===== src/rtl/mem_port_arbiter.sv =====
// mem_port_arbiter: round-robin arbiter sharing one single-port memory between CPU and debug requesters
//   clk, reset                      clock, async active-high reset
//   cpu_req/we/addr/wdata -> ack/rdata   CPU access port (req held until ack)
//   dbg_req/we/addr/wdata -> ack/rdata   debug readout port (same handshake)
//   mem_en/ren/wen/addr/din, mem_dout    MemReadWrite interface, reads sampled after RD_LAT cycles
//   busy                            access in progress
//   owner                           port of the current/last grant (0 = CPU, 1 = DBG)
module mem_port_arbiter #(
    parameter int AW     = 16,
    parameter int DW     = 32,
    parameter int RD_LAT = 3
) (
    input  logic          clk,
    input  logic          reset,
    input  logic          cpu_req,
    input  logic          cpu_we,
    input  logic [AW-1:0] cpu_addr,
    input  logic [DW-1:0] cpu_wdata,
    output logic          cpu_ack,
    output logic [DW-1:0] cpu_rdata,
    input  logic          dbg_req,
    input  logic          dbg_we,
    input  logic [AW-1:0] dbg_addr,
    input  logic [DW-1:0] dbg_wdata,
    output logic          dbg_ack,
    output logic [DW-1:0] dbg_rdata,
    output logic          mem_en,
    output logic          mem_ren,
    output logic          mem_wen,
    output logic [AW-1:0] mem_addr,
    output logic [DW-1:0] mem_din,
    input  logic [DW-1:0] mem_dout,
    output logic          busy,
    output logic          owner
);
    localparam logic [1:0] IDLE  = 2'd0;
    localparam logic [1:0] ISSUE = 2'd1;
    localparam logic [1:0] WAIT  = 2'd2;
    localparam logic [1:0] ACK   = 2'd3;
    localparam int CW = $clog2(RD_LAT + 1);
    logic [1:0]    state;
    logic [CW-1:0] cnt;
    logic          last_dbg;
    logic          we_q;
    logic [AW-1:0] addr_q;
    logic [DW-1:0] wdata_q;
    logic          gnt_dbg;
    // debug wins only when it is alone or the CPU was served last
    assign gnt_dbg = dbg_req & (~cpu_req | ~last_dbg);
    always_ff @(posedge clk or posedge reset) begin
        if (reset) begin
            state     <= IDLE;
            cnt       <= '0;
            last_dbg  <= 1'b1;
            owner     <= 1'b0;
            we_q      <= 1'b0;
            addr_q    <= '0;
            wdata_q   <= '0;
            cpu_rdata <= '0;
            dbg_rdata <= '0;
        end else begin
            case (state)
                IDLE: if (cpu_req | dbg_req) begin
                    state    <= ISSUE;
                    owner    <= gnt_dbg;
                    last_dbg <= gnt_dbg;
                    we_q     <= gnt_dbg ? dbg_we : cpu_we;
                    addr_q   <= gnt_dbg ? dbg_addr : cpu_addr;
                    wdata_q  <= gnt_dbg ? dbg_wdata : cpu_wdata;
                end
                ISSUE: begin
                    state <= we_q ? ACK : WAIT;
                    cnt   <= CW'(1);
                end
                WAIT: if (cnt == CW'(RD_LAT)) begin
                    state <= ACK;
                    if (owner) dbg_rdata <= mem_dout;
                    else cpu_rdata <= mem_dout;
                end else begin
                    cnt <= cnt + 1'b1;
                end
                default: state <= IDLE;
            endcase
        end
    end
    // strobes decode straight from state so an async reset drops them in the same cycle
    assign mem_en   = (state == ISSUE) || (state == WAIT);
    assign mem_ren  = mem_en & ~we_q;
    assign mem_wen  = (state == ISSUE) & we_q;
    assign mem_addr = addr_q;
    assign mem_din  = wdata_q;
    assign busy     = state != IDLE;
    assign cpu_ack  = (state == ACK) & ~owner;
    assign dbg_ack  = (state == ACK) & owner;
endmodule


===== config.mk =====
export PLATFORM = sky130hd
export DESIGN_NAME = mem_port_arbiter
export DESIGN_NICKNAME = d
export VERILOG_FILES = /design/src/rtl/mem_port_arbiter.sv
export SDC_FILE = /design/constraint.sdc
export NUM_CORES = 1
export LEC_CHECK = 0
export CORE_ASPECT_RATIO = 0.6
export CORE_MARGIN = 8
export CORE_UTILIZATION = 25
export DETAILED_ROUTE_END_ITERATION = 10
export MAX_ROUTING_LAYER = met4
export PLACE_DENSITY = 0.62
export SYNTH_ARGS = -nofsm -noshare
export SYNTH_HDL_FRONTEND = slang
export SYNTH_SLANG_ARGS = --single-unit

===== constraint.sdc =====
create_clock -name clk -period 5.45 [get_ports clk]
set_input_delay 1.09 -clock clk [delete_from_list [all_inputs] [get_ports clk]]
set_output_delay 1.09 -clock clk [all_outputs]
set_load 0.02 [all_outputs]

* Yosys cells after proc, flatten, opt, wreduce, memory -nomap -nowiden *
Index checks and enable logic that the tools add are counted.
Widths: inputs -> output; s select.

storage, ports and cells
  word-level logic and storage cells = 46
  register bits after elaboration = 119
  output and inout bits = 119

cells by class
  equal/unequal tests = 7
  multiplexer cells = 9
  add/subtract/negate cells = 1
  bitwise logic cells = 11
  reductions and logical operators = 9

operators by type and width
  cell                 count
  $mux 32              1
  $mux 16              1
  $eq 2x2->1 const B   3
  $mux 2               3
  $ne 2x2->1 const B   3
  $pmux 2 s3           1
  $reduce_and 2->1     3
  $reduce_and 3->1     2
  $and 1x1->1          5
  $not 1->1            4
  $pmux 2 s2           1
  $reduce_bool 2->1    2
  $add 2x1->2 const B  1
  $eq 2x1->1 const B   1
  $logic_not 2->1      1
  $mux 1               2
  $or 1x1->1           2
  $logic_or 1x1->1     1

* Longest topological paths before layout *
  depth in word-level cells = 4
  depth in mapped cells = 7
  gate-level depth less buffers = 5

* Worst setup path after synthesis *
Ideal clock, no wire load.

  path kind = register to output
  from = register state[0]
  to = output mem_ren
  arrival time = 1.193 ns
  stages on the path, launching flop included = 4
  setup slack = 3.167 ns
  required time = 4.360 ns
  path buffers = 0
  cell sequence = dfrtp_1 -> inv_1 -> ha_1 -> nor2b_1

on the way
  word-level cells in the longest chain between the ends = 3

ends and longest elaborated chain
  element                                          RTL line  source
  start, declared                                  41        logic [1:0] state;
  start signal, assigned                           72        state <= we_q ? ACK : WAIT;
  $eq 2x1->1 / $eq 2x2->1 (equally long branches)  87        assign mem_en = (state == ISSUE) || (state == WAIT);
  $logic_or 1x1->1 (*)                             87
  named net mem_en                                 27        output logic mem_en,
  $and 1x1->1 (*)                                  88        assign mem_ren = mem_en & ~we_q;
  end, declared                                    28        output logic mem_ren,

The timed path passes the listed nets; every way through them passes the cells marked *.

* Worst setup path after layout *
  from = register state[0]
  to = output mem_ren

on the way
  word-level cells in the longest chain between the ends = 3

ends and longest elaborated chain
  element                                          RTL line
  $eq 2x1->1 / $eq 2x2->1 (equally long branches)  87
  $logic_or 1x1->1 (*)                             87
  $and 1x1->1 (*)                                  88

Every way passes the cells marked *; elsewhere a longest branch is shown, timed or not.

==> results.tsv <==
metric	value	unit
worstMarginPinSlew	1.05	ns
power_per_cell_area	635	nW/µm²
r2r_start	state[0]	
worst_path_largest_cell_delay	0.62	ns
syn-instance-count	443	
finish.instance_area	8350	µm²
cellLeakagePower	3.47	nW
die-height	125	µm
synth-edff-count	0	
cts_made_buffers	17	
clock_tree.htree_level_count	4	
grt_remaining_overflow	0	
report.final.hold_viol_count	0	
finalSetupViolations	0	
finClkSkew	0.0120	ns
number_of_buffers_added_on_ports	252	
maxCapViolCount	0	
timing.critical_path.required	4.36	ns
syn_avg_cell_area	11.2	µm²
worst_case_hold_slack	0.502	ns
cts.root.buffer_cell	sky130_fd_sc_hd__clkbuf_16	
clockBufferDepth	2	
holdBufCountCts	0	
core	19700	µm²
diodes	0	
path_cells	inv_1 -> ha_1 -> nor2b_1 -> clkdlybuf4s50_1	
yosysSeqAreaShare	0.602	
worst-r2r-cell-count	4	
grt_first_pass_wirelength	25800	µm
syn_area	4950	µm²
clkSlewWorstSetupHoldPaths	0.05	ns
wirelength	16500	µm
final_period_minus_worst_setup_slack	3.01	ns
ys_async_sr_fraction	1.00	
synth-warning-count	0	
initial_core_util	0.251	
dp.cells	945	
crit_arrival	1.92	ns
hold_path_depth	1	
number_of_optimization_iterations_in_the_first_detailed_route_pass	4	
fmax	0.332	GHz
min_period_over_period	0.553	
synth.top_cell.area_share	0.597	
ioPinCount	253	
synth_fp_nets	582	
slew_viol_final	0	
cts_setup_buffers	0	
nNetsFinal	830	
route.detailed.vias_per_inst	4.27	
setup_tns	0	ns
drtIter0Drc	166	
number_of_nets_with_antenna_violations_after_routing	0	
drc	0	
areaGrowthSynthToFinish	68.7	%
die-width	198	µm
ys_types	26	
relSlewSlack	0.303	
totalPowerFinal	5.30	mW
vdd.ir_drop.worst	0.000245	V
yosys-top-cells-count	118 x sky130_fd_sc_hd__dfrtp_1, 99 x sky130_fd_sc_hd__a21oi_1, 66 x sky130_fd_sc_hd__mux2_2	
number_of_global_route_vias_before_repair	4492	
place.detailed.hpwl	11900	µm
rr_endpoint	dbg_rdata[25]	
dpl-instance-area	7740	µm²
grt_setup_unrepaired	false	
worst_hold_path_type	reg -> reg	
cell_with_the_most_instances_after_synthesis	sky130_fd_sc_hd__dfrtp_1	
std_cell_rows	40	
timing_worst_setup_path_type	reg -> out	
cts-resized-gates	0	
worst_min_delay_path_startpoint	cpu_rdata[22]	
final_cell_count_without_fillers	977	
crit_slowest_cell	sky130_fd_sc_hd__clkdlybuf4s50_1	
worst_skew_pair.late_latency	0.41	ns
synth.area.top_cells	sky130_fd_sc_hd__dfrtp_1 60%, sky130_fd_sc_hd__mux2_2 15%, sky130_fd_sc_hd__a21oi_1 10%	
worstPathBufferInverterCount	2	
antenna_violations_before_repair	0	
flip_flop_cell_with_the_highest_count_after_synthesis	sky130_fd_sc_hd__dfrtp_1	
grtUsageTotal	0.136	
worstSetupStartpointType	register	
post_route_cells_drive_above_1_share	0.156	
path_max_fanout	4	
largest_net_degree_at_the_start_of_global_routing	68	
worstSetupEndpointType	output port	
clock_sinks	119	
place_congestion	0.775	
min_delay_worst_endpoint	cpu_rdata[22]	
ys_seq_elements	119	
run_status	finished clean	
synth_top_area_cell	sky130_fd_sc_hd__dfrtp_1	
cts_tree	done	
rrSetupSlack	3.28	ns
fp.dieArea	24700	µm²
avgRoutedWirePerCell	16.9	µm
via_count	4171	
path_delay_family	buffers and inverters	
-- power breakdown --
part           switching [mW]  internal [mW]  total [mW]
logic                    1.31           1.25        2.56
registers               0.241           1.34        1.58
clock network           0.418          0.742        1.16
total                    1.97           3.33        5.30
-- how the worst max path moves through the flow --
stage / slack [ns] / depth (start not counted) / startpoint / end
floorplan: 1.20 / 1 / reset / cnt[0]
finish: 2.44 / 4 / state[0] / mem_ren
global placement: 2.38 / 4 / cpu_req / mem_din[18]
detailed placement: 2.31 / 4 / cpu_req / mem_addr[11]
global route: 2.31 / 4 / state[0] / mem_ren
CTS: 2.39 / 4 / state[0] / mem_ren
-- layout make-up --
cell class | instances | area (µm²)
inverter | 6 | 25.0
clock inverter | 12 | 151
multi-input combinational | 290 | 1830
timing repair buffer | 257 | 2560
tap | 273 | 342
clock buffer | 20 | 457
sequential | 119 | 2980
fill | 1897 | 11400
-- cells in the final DEF, fill, tap and decap left out, drive strengths merged --
cell type      instances
clkdlybuf4s50        252
dfrtp                118
a21oi                 99
mux2                  66
nand2                 53
nor2                  50
clkbuf                20
clkinv                 7
inv                    6
ha                     5
buf                    5
o21ai                  4
bufinv                 3
a31oi                  2
nor2b                  2
clkinvlp               2
a21bo                  1
a21boi                 1
o21a                   1
nand3b                 1
a211o                  1
o32a                   1
nand3                  1
and2                   1
mux2i                  1
dfstp                  1
-- registers in the layout (all words and copies together) (netlist names) --
| signal | flops |
|---|---|
| mem_din | 32 |
| mem_addr | 16 |
| cnt | 2 |
| owner | 1 |
| dbg_rdata | 32 |
| last_dbg | 1 |
| cpu_rdata | 32 |
| we_q | 1 |
| state | 2 |
-- layer usage --
| layer | GRT usage | wire length (µm) | vias up |
|---|---|---|---|
| met5 | - | 0 | - |
| li1 | - | - | 1998 |
| met1 | 0.176 | 7870 | 2003 |
| met4 | 0.0315 | 94 | 0 |
| met3 | 0.0605 | 1600 | 10 |
| met2 | 0.192 | 6940 | 160 |
-- stage by stage --
stage | setup slack, ns | util
2_1_floorplan | 1.20 | -
3_3_place_gp | 2.38 | 0.393
3_5_place_dp | 2.31 | 0.393
4_1_cts | 2.39 | 0.423
5_1_grt | 2.31 | 0.423
6_report | 2.44 | 0.423
-- cell families after synthesis --
family | after synthesis | share of synthesized area
AO/OA/AOI/OAI | 110 | 0.116
adder cells (fa/ha/maj) | 5 | 0.0126
flip-flops | 119 | 0.602
AND/OR/NAND/NOR | 108 | 0.0845
multiplexers | 67 | 0.152
buffers and inverters | 34 | 0.0321
Power figures use the tool's default switching activity.
